File: config.mk
export PLATFORM = sky130hd
export DESIGN_NAME = dmem_arbiter
export DESIGN_NICKNAME = d
export VERILOG_FILES = /design/src/rtl/dmem_pkg.sv /design/src/rtl/dmem_align_chk.sv /design/src/rtl/dmem_arbiter.sv
export SDC_FILE = /design/constraint.sdc
export NUM_CORES = 1
export LEC_CHECK = 0
export ABC_AREA = 1
export CORE_AREA = 2 2 95 97
export CTS_BUF_LIST = sky130_fd_sc_hd__clkbuf_2 sky130_fd_sc_hd__clkbuf_4 sky130_fd_sc_hd__clkbuf_8
export CTS_CLUSTER_DIAMETER = 30
export DETAILED_ROUTE_END_ITERATION = 8
export DIE_AREA = 0 0 97 99
export PLACE_DENSITY_LB_ADDON = 0.15
export SLEW_MARGIN = 20
export SYNTH_ARGS = -nofsm -noshare
export SYNTH_HDL_FRONTEND = slang
export SYNTH_SLANG_ARGS = --single-unit
export TNS_END_PERCENT = 5
File: constraint.sdc
create_clock -name clk -period 1.65 [get_ports clk]
set_clock_uncertainty 0.05 [all_clocks]
set_input_delay 0.165 -clock clk [delete_from_list [all_inputs] [get_ports clk]]
set_output_delay 0.165 -clock clk [all_outputs]
set_load 0.01 [all_outputs]
File: src/rtl/dmem_pkg.sv
// dmem_pkg: shared modes, arbiter states and alignment helper for the data-memory arbiter
package dmem_pkg;
  localparam logic [1:0] MODE_W = 2'b00;
  localparam logic [1:0] MODE_H = 2'b01;
  localparam logic [1:0] MODE_B = 2'b10;
  typedef enum logic [1:0] {ST_IDLE, ST_CORE, ST_DMA, ST_LOCK} state_t;
  typedef struct packed {
    logic        we;
    logic [8:0]  addr;
    logic [31:0] wdata;
    logic [1:0]  mode;
    logic        sext;
  } acc_t;
  function automatic logic align_ok(input logic [1:0] mode, input logic [8:0] addr);
    return mode == MODE_B ? 1'b1 : mode == MODE_H ? !addr[0] : addr[1:0] == 2'b00;
  endfunction
endpackage

File: src/rtl/dmem_align_chk.sv
// dmem_align_chk: flags an access as legal when aligned for its mode and inside the memory window
module dmem_align_chk
  import dmem_pkg::*;
#(
  parameter logic [6:0] BASE_WORD = 7'h40
) (
  input  logic [1:0] mode,
  input  logic [8:0] addr,
  output logic       ok
);
  assign ok = align_ok(mode, addr) && addr[8:2] >= BASE_WORD;
endmodule

File: src/rtl/dmem_arbiter.sv
// dmem_arbiter: shares the data memory between core and DMA with starvation guard and DMA burst lock
module dmem_arbiter
  import dmem_pkg::*;
#(
  parameter int unsigned MAX_STARVE = 4,
  parameter logic [6:0]  BASE_WORD  = 7'h40
) (
  input  logic        clk,
  input  logic        rst,
  input  logic        core_req,
  input  logic        core_we,
  input  logic [8:0]  core_addr,
  input  logic [31:0] core_wdata,
  input  logic [1:0]  core_mode,
  input  logic        core_sext,
  output logic        core_ack,
  output logic        core_err,
  output logic [31:0] core_rdata,
  input  logic        dma_req,
  input  logic        dma_we,
  input  logic [8:0]  dma_addr,
  input  logic [31:0] dma_wdata,
  input  logic [1:0]  dma_mode,
  input  logic        dma_sext,
  input  logic        dma_lock,
  output logic        dma_ack,
  output logic        dma_err,
  output logic [31:0] dma_rdata,
  output logic        mem_read,
  output logic        mem_write,
  output logic [8:0]  mem_addr,
  output logic [31:0] mem_wdata,
  output logic [1:0]  mem_mode,
  output logic        mem_sext,
  input  logic [31:0] mem_rdata,
  output logic [2:0]  starve_cnt
);
  localparam logic [2:0] MAX_S = 3'(MAX_STARVE);
  state_t     state, state_nxt;
  logic [2:0] starve, starve_nxt;
  logic       dma_win, core_win, any_win, ok;
  acc_t       core_acc, dma_acc, win;
  assign core_acc = '{we: core_we, addr: core_addr, wdata: core_wdata, mode: core_mode, sext: core_sext};
  assign dma_acc  = '{we: dma_we, addr: dma_addr, wdata: dma_wdata, mode: dma_mode, sext: dma_sext};
  // Pick the winner (lock, then starvation, then core priority), mux its fields, and compute next state; reset drops everything at once
  always_comb begin
    dma_win    = !rst && dma_req && (state == ST_LOCK || starve == MAX_S || !core_req);
    core_win   = !rst && core_req && !dma_win;
    any_win    = dma_win || core_win;
    win        = dma_win ? dma_acc : core_win ? core_acc : '0;
    state_nxt  = dma_win ? (dma_lock ? ST_LOCK : ST_DMA) : core_win ? ST_CORE : ST_IDLE;
    starve_nxt = core_win && dma_req ? (starve == MAX_S ? starve : starve + 3'd1) : 3'd0;
  end
  dmem_align_chk #(.BASE_WORD(BASE_WORD)) u_chk (
    .mode(win.mode),
    .addr(win.addr),
    .ok  (ok)
  );
  assign mem_read   = any_win && !win.we && ok;
  assign mem_write  = any_win && win.we && ok;
  assign mem_addr   = win.addr;
  assign mem_wdata  = win.wdata;
  assign mem_mode   = win.mode;
  assign mem_sext   = win.sext;
  assign core_ack   = core_win && ok;
  assign core_err   = core_win && !ok;
  assign dma_ack    = dma_win && ok;
  assign dma_err    = dma_win && !ok;
  assign core_rdata = core_win ? mem_rdata : '0;
  assign dma_rdata  = dma_win ? mem_rdata : '0;
  assign starve_cnt = starve;
  // Grant history and starvation count
  always_ff @(posedge clk or posedge rst) begin
    if (rst) begin
      state  <= ST_IDLE;
      starve <= '0;
    end else begin
      state  <= state_nxt;
      starve <= starve_nxt;
    end
  end
endmodule

==> results.sh, run 1 <==
export IMPL_start_util_pct=13.81
export IMPL_ant_nets=0
export IMPL_core_rowCount=34
export IMPL_crit_type="flip-flop to primary output"
export IMPL_cts_sinks=5
export IMPL_nFillCells=902
export IMPL_outcome="complete, but fails checks"
export IMPL_fin_crit_ns=2.134
export IMPL_cts_tree="done"
export IMPL_die_area_sq_um=9603
export IMPL_synth_cell_type_count=23
export IMPL_final_util_pct=44.91
export IMPL_clkLatencyLatePin_ns=0.22
export IMPL_maxCapViolations=0
export IMPL_via_per_inst=4.179
export IMPL_ir_drop_v=0.0002378
export IMPL_drive_gt1_share_pct=40.25
export IMPL_postSynthAreaPerCell_sq_um=5.679
export IMPL_synth_largest_area_cell="a22o_1"
export IMPL_tightest_slew_ns=0.3683
export IMPL_holdWs_ns=0.2879
export IMPL_fin_crit_sh_pct=129.4
export IMPL_async_flop_share_pct=100.0
export IMPL_areaGrowthSynthToFinish_pct=225.1
export IMPL_crit_fanout=6
export IMPL_ys_seq_elements=5
export IMPL_ys_warn_count=0
export IMPL_setup_ws_ns=-0.4843
export IMPL_power_mw=1.245
export IMPL_cp_required_ns=1.43
export IMPL_synth_area_sq_um=1181
export IMPL_rsz0062_at_grt="true"
export IMPL_setup_viol=114
export IMPL_hp_class="primary input to async pin"
export IMPL_synth_flop_cell="dfrtp_1"
export IMPL_grt_max_degree=23
export IMPL_core_area_sq_um=8551
export IMPL_n_antenna_cell=0
export IMPL_critPathArrivalTime_ns=1.92
export IMPL_slew_violations=0
export IMPL_fp_dieH_microns=99
export IMPL_synth_edf_count=0
export IMPL_drt_iter0_markers=21
export IMPL_cp_end_kind="primary output"
export IMPL_layout_nets=602
export IMPL_grt_pass1_vias=2447
export IMPL_startpoint="starve_cnt[0]"
export IMPL_final_cell_mix="clkdlybuf4s50_1 (137), buf_2 (87), inv_1 (39), a22o_1 (39), nor2_1 (37)"
export IMPL_timing_rr_start="starve_cnt[0]"
export IMPL_die_w_microns=97
export IMPL_grt_remaining_overflow=0
export IMPL_path_clk_slew_ns=0.04
export IMPL_cts_buffers=3
export IMPL_routed_via_count=2424
export IMPL_violations="negative setup slack"
export IMPL_powerDensity_nw_per_um2=324.3
export IMPL_yosys_top_cells_area="a22o_1 (29%), nor2_1 (23%), inv_1 (13%)"
export IMPL_gp_congestion=0.7826
export IMPL_antenna_found_initial=0
export IMPL_p_leak_nw=2.058
export IMPL_hold_viol=0
export IMPL_relSlewSlack_pct=75.19
export IMPL_io_pins=244
export IMPL_drt_wl_total_microns=8187
export IMPL_cp_start_kind="flip-flop"
export IMPL_dpl_hpwl_microns=6512
export IMPL_place_detailed_instances=564
export IMPL_grtUsageTotal_pct=15.53
export IMPL_drt_pre_antenna_iters=4
export IMPL_wire_per_inst_microns=14.12
export IMPL_grt_pass1_wl_microns=12330
export IMPL_syn_inst=208
export IMPL_drc=0
export IMPL_clockBufferDepth=2
export IMPL_synth_nets=337
export IMPL_io_buffer_count=243
export IMPL_layout_commonest_cell="clkdlybuf4s50_1"
export IMPL_netlist_area_leader_share_pct=28.92
export IMPL_seq_area_frac_synth_pct=10.59
export IMPL_htreeDepth=1
export IMPL_layout_cells_non_filler=580
export IMPL_cts_root_buf="clkbuf_8"
export IMPL_fmax_mhz=468.5
==> routing by layer <==
layer	share of wire, %	up-vias	global-route usage [%]
met5	0	-	0
met4	0.38	0	1.625
met3	11	2	5.745
met2	52	154	29.54
met1	36	1076	17.01
li1	-	1192	-
==> area by class of cell <==
class | count | area, sq um | area share, %
Multi-Input combinational cell | 144 | 1008 | 26.26
Clock buffer | 4 | 48.80 | 1.271
Inverter | 44 | 177.7 | 4.627
Tap cell | 108 | 135.1 | 3.519
Timing Repair Buffer | 275 | 2345 | 61.06
Sequential cell | 5 | 125.1 | 3.258
==> logic make-up (layout without fill, tap and decap cells) <==
| kind of cell | after synthesis | in the layout | synth area share [%] |
|---|---|---|---|
| AO/OA/AOI/OAI | 45 | 45 | 32.20 |
| XOR/XNOR | 1 | 1 | 0.7417 |
| adder cells (fa/ha/maj) | 2 | 2 | 2.118 |
| buffers and inverters | 59 | 323 | 20.13 |
| flip-flops | 5 | 5 | 10.59 |
| AND/OR/NAND/NOR | 96 | 96 | 34.22 |
==> cells in the mapped netlist, drive strengths merged, types with 2 or more instances <==
library cell,n
nor2,73
inv,44
a22o,40
nand2,18
clkbuf,8
buf,7
dfrtp,5
nand3,5
a21oi,2
ha,2
==> what timing repair did <==
action,in CTS,in global routing
hold buffers,0,0
gates resized for setup,409,59
gates cloned,1,0
pin swaps,28,10
buffers inserted,8,3
setup endpoints to repair,117,117
==> sequential cells by signal, indices dropped and copies added, names as in the netlist <==
signal	cells
starve_cnt	3
state	2
==> worst paths after layout <==
kind	slack (ns)	to	cells past startpoint
worst max register to register	0.16	state[0]	10
worst max-delay path	-0.48	mem_write	15
worst min register to register	0.61	starve_cnt[0]	3
min in group clk	0.45	state[0]	3
max in group asynchronous	1.09	starve_cnt[1]	3
worst min-delay path	0.29	starve_cnt[2]	3
==> worst max-delay path: stages, from the launching register on <==
cell,delay [ns]
dfrtp_1,0.36
inv_2,0.06
ha_4,0.16
nand2_4,0.06
nand3_4,0.09
nand2_8,0.12
buf_6,0.11
nand3_4,0.05
nand2_2,0.07
nand2_1,0.06
nand2_1,0.06
nand2_1,0.06
nand2_2,0.11
nand2_4,0.09
nor2_2,0.10
buf_2,0.13
==> metrics by stage <==
step / area (sq um) / setup TNS (ns) / setup WS (ns)
after global placement: 3860 / -66.03 / -0.7852
after global routing: 3840 / -42.89 / -0.6420
after CTS: 3642 / -34.50 / -0.5015
final: 3840 / -32.03 / -0.4843
after detailed placement: 3860 / -67.77 / -0.8249
after floorplan: 1200 / -1.940 / -0.2179
==> power breakdown <==
group | leakage (nW) | switching (mW) | internal, mW
Clock | 0.0262 | 0.0584 | 0.182
Combinational | 1.96 | 0.351 | 0.525
Sequential | 0.0677 | 0.00156 | 0.127
(Power assumes the default switching activity.)
==> inputs of run 2 (changes only) <==
--- a/config.mk
+++ b/config.mk
@@ -12,7 +12,7 @@
 export DETAILED_ROUTE_END_ITERATION = 8
 export DIE_AREA = 0 0 97 99
 export PLACE_DENSITY_LB_ADDON = 0.15
-export SLEW_MARGIN = 20
+export SLEW_MARGIN = 30
 export SYNTH_ARGS = -nofsm -noshare
 export SYNTH_HDL_FRONTEND = slang
 export SYNTH_SLANG_ARGS = --single-unit
==> results of run 2 <==
Same layout as run 1: the final DEF is identical, and so are final timing and power.
